$ cat src/rtl/uart_rx_unit.sv
// 16x-oversampling UART receiver with a one-entry holding register and read-acknowledge handshake.
// Optional even-parity stage is compiled in when UART_RX_PARITY_EN is defined; otherwise parity_err is tied low.
module uart_rx_unit #(
  parameter int DBIT    = 8,
  parameter int SB_TICK = 16
) (
  input  logic            clk,
  input  logic            reset,
  input  logic            s_tick,
  input  logic            rx,
  input  logic            rd_en,
  output logic [DBIT-1:0] dout,
  output logic            rx_valid,
  output logic            rx_done_tick,
  output logic            frame_err,
  output logic            parity_err,
  output logic            overrun,
  output logic            busy
);

  localparam int NW = (DBIT > 1) ? $clog2(DBIT) : 1;

  typedef enum logic [2:0] {
    IDLE   = 3'd0,
    START  = 3'd1,
    DATA   = 3'd2,
`ifdef UART_RX_PARITY_EN
    PARITY = 3'd4,
`endif
    STOP   = 3'd3
  } state_t;

  state_t          state;
  logic [4:0]      s;
  logic [NW-1:0]   n;
  logic [DBIT-1:0] shift;
  logic            rx_meta;
  logic            rs;

  // Synchronizer flops reset to the idle line level so reset never looks like a start bit.
  // NOTE: sequential state uses non-blocking assignments so every flop samples pre-edge values.
  always_ff @(posedge clk or negedge reset) begin
    if (!reset) begin
      rx_meta <= 1'b1;
      rs      <= 1'b1;
    end else begin
      rx_meta <= rx;
      rs      <= rx_meta;
    end
  end

`ifdef UART_RX_PARITY_EN
  logic par_bit;
`endif

  always_ff @(posedge clk or negedge reset) begin
    if (!reset) begin
      state        <= IDLE;
      s            <= '0;
      n            <= '0;
      shift        <= '0;
      dout         <= '0;
      rx_valid     <= 1'b0;
      rx_done_tick <= 1'b0;
      frame_err    <= 1'b0;
      overrun      <= 1'b0;
`ifdef UART_RX_PARITY_EN
      par_bit      <= 1'b0;
      parity_err   <= 1'b0;
`endif
    end else begin
      // NOTE: pulse defaults low every cycle; only the frame-completion branch raises it.
      rx_done_tick <= 1'b0;

      // A read consumes the held byte; a simultaneous load below overrides rx_valid.
      if (rd_en && rx_valid) begin
        rx_valid <= 1'b0;
        overrun  <= 1'b0;
      end

      unique case (state)
        IDLE: begin
          if (!rs) begin
            state <= START;
            s     <= '0;
          end
        end

        START: begin
          if (s_tick) begin
            if (s == 5'd7) begin
              if (!rs) begin
                state <= DATA;
                s     <= '0;
                n     <= '0;
              end else begin
                state <= IDLE;
              end
            end else begin
              s <= s + 5'd1;
            end
          end
        end

        DATA: begin
          if (s_tick) begin
            if (s == 5'd15) begin
              s     <= '0;
              shift <= {rs, shift[DBIT-1:1]};
              if (n == NW'(DBIT - 1)) begin
`ifdef UART_RX_PARITY_EN
                state <= PARITY;
`else
                state <= STOP;
`endif
              end else begin
                n <= n + 1'b1;
              end
            end else begin
              s <= s + 5'd1;
            end
          end
        end

`ifdef UART_RX_PARITY_EN
        PARITY: begin
          if (s_tick) begin
            if (s == 5'd15) begin
              par_bit <= rs;
              state   <= STOP;
              s       <= '0;
            end else begin
              s <= s + 5'd1;
            end
          end
        end
`endif

        STOP: begin
          if (s_tick) begin
            if (s == 5'(SB_TICK - 1)) begin
              state        <= IDLE;
              dout         <= shift;
              frame_err    <= ~rs;
              rx_valid     <= 1'b1;
              rx_done_tick <= 1'b1;
              // Overwriting an unread byte is only an overrun if the CPU is not reading it now.
              if (rx_valid && !rd_en) begin
                overrun <= 1'b1;
              end
`ifdef UART_RX_PARITY_EN
              parity_err <= (^shift) ^ par_bit;
`endif
            end else begin
              s <= s + 5'd1;
            end
          end
        end

        default: state <= IDLE;
      endcase
    end
  end

`ifndef UART_RX_PARITY_EN
  assign parity_err = 1'b0;
`endif

  assign busy = (state != IDLE);

endmodule

$ cat config.mk
export PLATFORM = sky130hd
export DESIGN_NAME = uart_rx_unit
export DESIGN_NICKNAME = d
export VERILOG_FILES = /design/src/rtl/uart_rx_unit.sv
export SDC_FILE = /design/constraint.sdc
export NUM_CORES = 1
export LEC_CHECK = 0
export ABC_AREA = 1
export ABC_CLOCK_PERIOD_IN_PS = 2100
export BUFFER_PORTS_ARGS = -buffer_cell sky130_fd_sc_hd__buf_2
export CORE_MARGIN = 2
export CORE_UTILIZATION = 30
export CTS_BUF_LIST = sky130_fd_sc_hd__clkbuf_8
export CTS_CLUSTER_DIAMETER = 60
export DETAILED_ROUTE_END_ITERATION = 16
export GPL_TIMING_DRIVEN = 0
export PLACE_DENSITY_LB_ADDON = 0.3
export SYNTH_ARGS = -nofsm -noshare
export SYNTH_HDL_FRONTEND = slang
export SYNTH_SLANG_ARGS = --single-unit
$ cat constraint.sdc
create_clock -name clk -period 2.1 [get_ports clk]
set_input_delay 0 -clock clk [delete_from_list [all_inputs] [get_ports clk]]
set_output_delay 0 -clock clk [all_outputs]
set_load 0.01 [all_outputs]
==> out/qor.csv <==
stage,metric,value,unit
route,DRC Markers,0,
layout,fraction of layout cells with a size suffix above 1,0.202,
pwr,Leak,0.00102,uW
layout,Total Nets Final,234,
route,Via Count,1273,
floorplan,DIE HEIGHT,77.8,um
layout,Synth-to-Final Area Change,20.2,%
pwr,Gate power share,0.273,
clock_network,# hold bufs at CTS,3,
layout,"commonest non-fill, non-tap cell in the layout",nand2_1,
critical_path,worst-path cell chain,"ha_1, nand2_1, nor2_1, ha_1, inv_1, nand2_4, nand3_1, nor2_2, nand2_2, nand2_1, nand2_1",
sta,relative slew slack,0.533,
global_route,number of global-route vias before repair,1249,
critical_path,crit path max-delay cell type,dfrtp_1,
sta,fmax,0.544,GHz
global_route,first-pass GRT wire length,5630,um
sta,Clock Skew,0.00432,ns
clock_network,CTS resizes,0,
yosys,#FFs+latches synth,32,
critical_path,Startpoint Class,flip-flop,
critical_path,crit path from,s[0]$_DFFE_PN0P_,
yosys,"Seq/Total Area, Yosys",0.492,
floorplan,I/O pin cnt,19,
yosys,Syn Area/Cell,8.59,sq um
layout,most frequent cells in the layout,"nand2_1, dfrtp_1, inv_1, buf_2",
floorplan,Die Width,77.8,um
route,routed vias/inst,4.42,
critical_path,crit-path max FO,5,
floorplan,Die Footprint,6050,sq um
critical_path,crit path DAT,2.02,ns
sta,Final period util,0.876,
floorplan,Initial Util,0.316,
yosys,Yosys top cell by area,dfrtp_1,
pwr,VDD IR max,0.442,mV
yosys,synth warn,0,
critical_path,CP Class,reg2reg,
critical_path,Worst setup EP type,flip-flop,
sta,# setup viols final,0,
yosys,Area contributors post-synth,"dfrtp_1, nand2_1, ha_1",
clock_network,postcts setup bufs,0,
clock_network,clk buf depth,2,
yosys,Mapped Area,1630,sq um
clock_network,CTS root buffer,clkbuf_8,
yosys,Synth top area share,0.460,
layout,final core utilization,0.379,
route,Iteration-0 DRC Markers,69,
route,post-route ant nets,0,
layout,sequential cell area,803,sq um
layout,antenna cells,0,
pwr,internal power,1260,uW
hold_path,Hold Path Class,in2reg,
clock_network,worst skew pair latency,0.28,ns
clock_network,Clock Sinks,32,
yosys,syn_nets,207,
layout,fillers,543,
critical_path,Crit Reg-Reg Startpoint,s[0]$_DFFE_PN0P_,
hold_path,worst hold path startpoint,s_tick,
placement,IO buf count,17,
floorplan,row count,26,
sta,Slew @ Worst Pin,0.700,ns
status,status,"finished, final reports clean",
yosys,"Distinct cells, synth",25,
pwr,switching share of power,0.326,
route,first-pass iteration count of the detailed router,4,
floorplan,Core Region,5170,sq um
pwr,power per cell area,955,nW/um^2
clock_network,TritonCTS clock tree,done,
yosys,Synth Instances,190,
global_route,pin count of the biggest net entering global routing,33,
global_route,grt total ovfl,0,
critical_path,WP data required,2.28,ns
sta,Hold Fails Final Rpt,0,
sta,RSZ-0062 raised after global routing,no,
pwr,Psw,611,uW
route,DRT Wirelength,3070,um
global_route,initial antenna violation count,0,
placement,gpl congestion,0.791,
critical_path,crit-path max cell delay,0.40,ns
placement,hpwl dp,2240,um
sta,minimum clock period,1.84,ns
sta,setup_tns,0,ns
sta,fin. max-slew vios,0,
layout,Multi-input gate area,704,sq um
clock_network,htree depth,2,
route,Wirelength per Cell,10.7,um
clock_network,TritonCTS buffer count,5,
pwr,Reg power frac,0.382,
pwr,Clk pwr share,0.345,
global_route,Tot GR Track Use,0.118,
clock_network,clk slew on worst S/H paths,0.07,ns
run,Max-Cap Viols,0,
critical_path,CP dominant cell by count,nand2_1,
==> area by class of cell <==
| type | count | share of cell area |
|---|---|---|
| Sequential cell | 32 | 0.409 |
| Buffer | 4 | 0.0147 |
| Timing Repair Buffer | 20 | 0.0587 |
| Clock buffer | 7 | 0.0491 |
| Tap cell | 70 | 0.0446 |
| Multi-Input combinational cell | 129 | 0.359 |
| Inverter | 25 | 0.0491 |
| Clock inverter | 1 | 0.0153 |
==> cell usage after synthesis <==
master / n
a21oi_1: 4
inv_1: 21
buf_6: 1
conb_1: 1
o21ai_0: 9
o21ai_1: 8
a22oi_1: 1
nand2_4: 2
dfrtp_1: 30
nor2_2: 1
o32ai_1: 1
nand4_1: 3
nand2_2: 2
inv_4: 1
nand2_1: 60
nand3_1: 12
buf_2: 2
dfstp_2: 2
nand3_2: 3
a21oi_2: 1
nand3b_1: 3
ha_1: 12
nor2_1: 6
inv_2: 3
buf_4: 1
==> critical path, delay by kind of cell (launching register included) <==
family	cells	cell delay [ns]
buffers and inverters	1	0.11
DFF	1	0.40
adders and majority gates	2	0.42
and+or+nand+nor	8	0.81
==> registers in the layout, summed over array words and instances, names as in the netlist, named ones only <==
| name | count |
|---|---|
| frame_err | 1 |
| rx_done_tick | 1 |
| rx_meta | 1 |
| rs | 1 |
| dout | 8 |
| shift | 8 |
| n | 3 |
| s | 5 |
| state | 2 |
| rx_valid | 1 |
==> logic make-up after synthesis <==
kind of cell    Yosys count  synth area share
flops                    32             0.492
other cells               1           0.00230
compound gates           24            0.0797
fa+ha+maj                12            0.0920
simple gates             92             0.257
buf+inv                  29            0.0766
==> per-layer routing <==
layer / vias to the layer above / routed length (um) / part of all wire / track usage
li1: 655 / - / - / -
met1: 586 / 1580 / 0.52 / 0.158
met2: 29 / 1310 / 0.43 / 0.178
met3: 3 / 140 / 0.046 / 0.0291
met4: 0 / 31 / 0.010 / 0.0536
met5: - / 0 / 0 / 0
==> power groups by stage <==
stage	Combinational [uW]	Sequential, uW	Clock, uW
2_1_floorplan	400	715	0
3_3_place_gp	512	726	0
3_5_place_dp	512	728	0
4_1_cts	518	716	671
5_1_grt	604	726	692
6_report	511	716	647
==> through the flow <==
stage               instance area (sq um)  power [uW]  hold WS (ns)  instances  setup slack [ns]
global route                         1960        2020         0.101        288            0.0104
detailed placement                   1810        1240         0.100        277             0.254
floorplan                            1630        1120        -0.296        190             0.526
finish                               1960        1870         0.102        288             0.261
global placement                     1810        1240         0.103        277             0.257
CTS                                  1960        1910        0.0925        288             0.238
==> path summary, 6_finish.rpt <==
path                                             end  slack, ns  cells after the start
worst max-delay path                n[1]$_DFFE_PN0P_       0.26                     11
worst min-delay path              rx_valid$_DFF_PN0_       0.10                      3
worst max register to register      n[1]$_DFFE_PN0P_       0.26                     11
worst min register to register          rs$_DFF_PN1_       0.35                      0
max in group asynchronous       shift[2]$_DFFE_PN0P_       1.35                      2
min in group asynchronous       state[1]$_DFFE_PN0P_       0.30                      2
(Power assumes the default switching activity.)
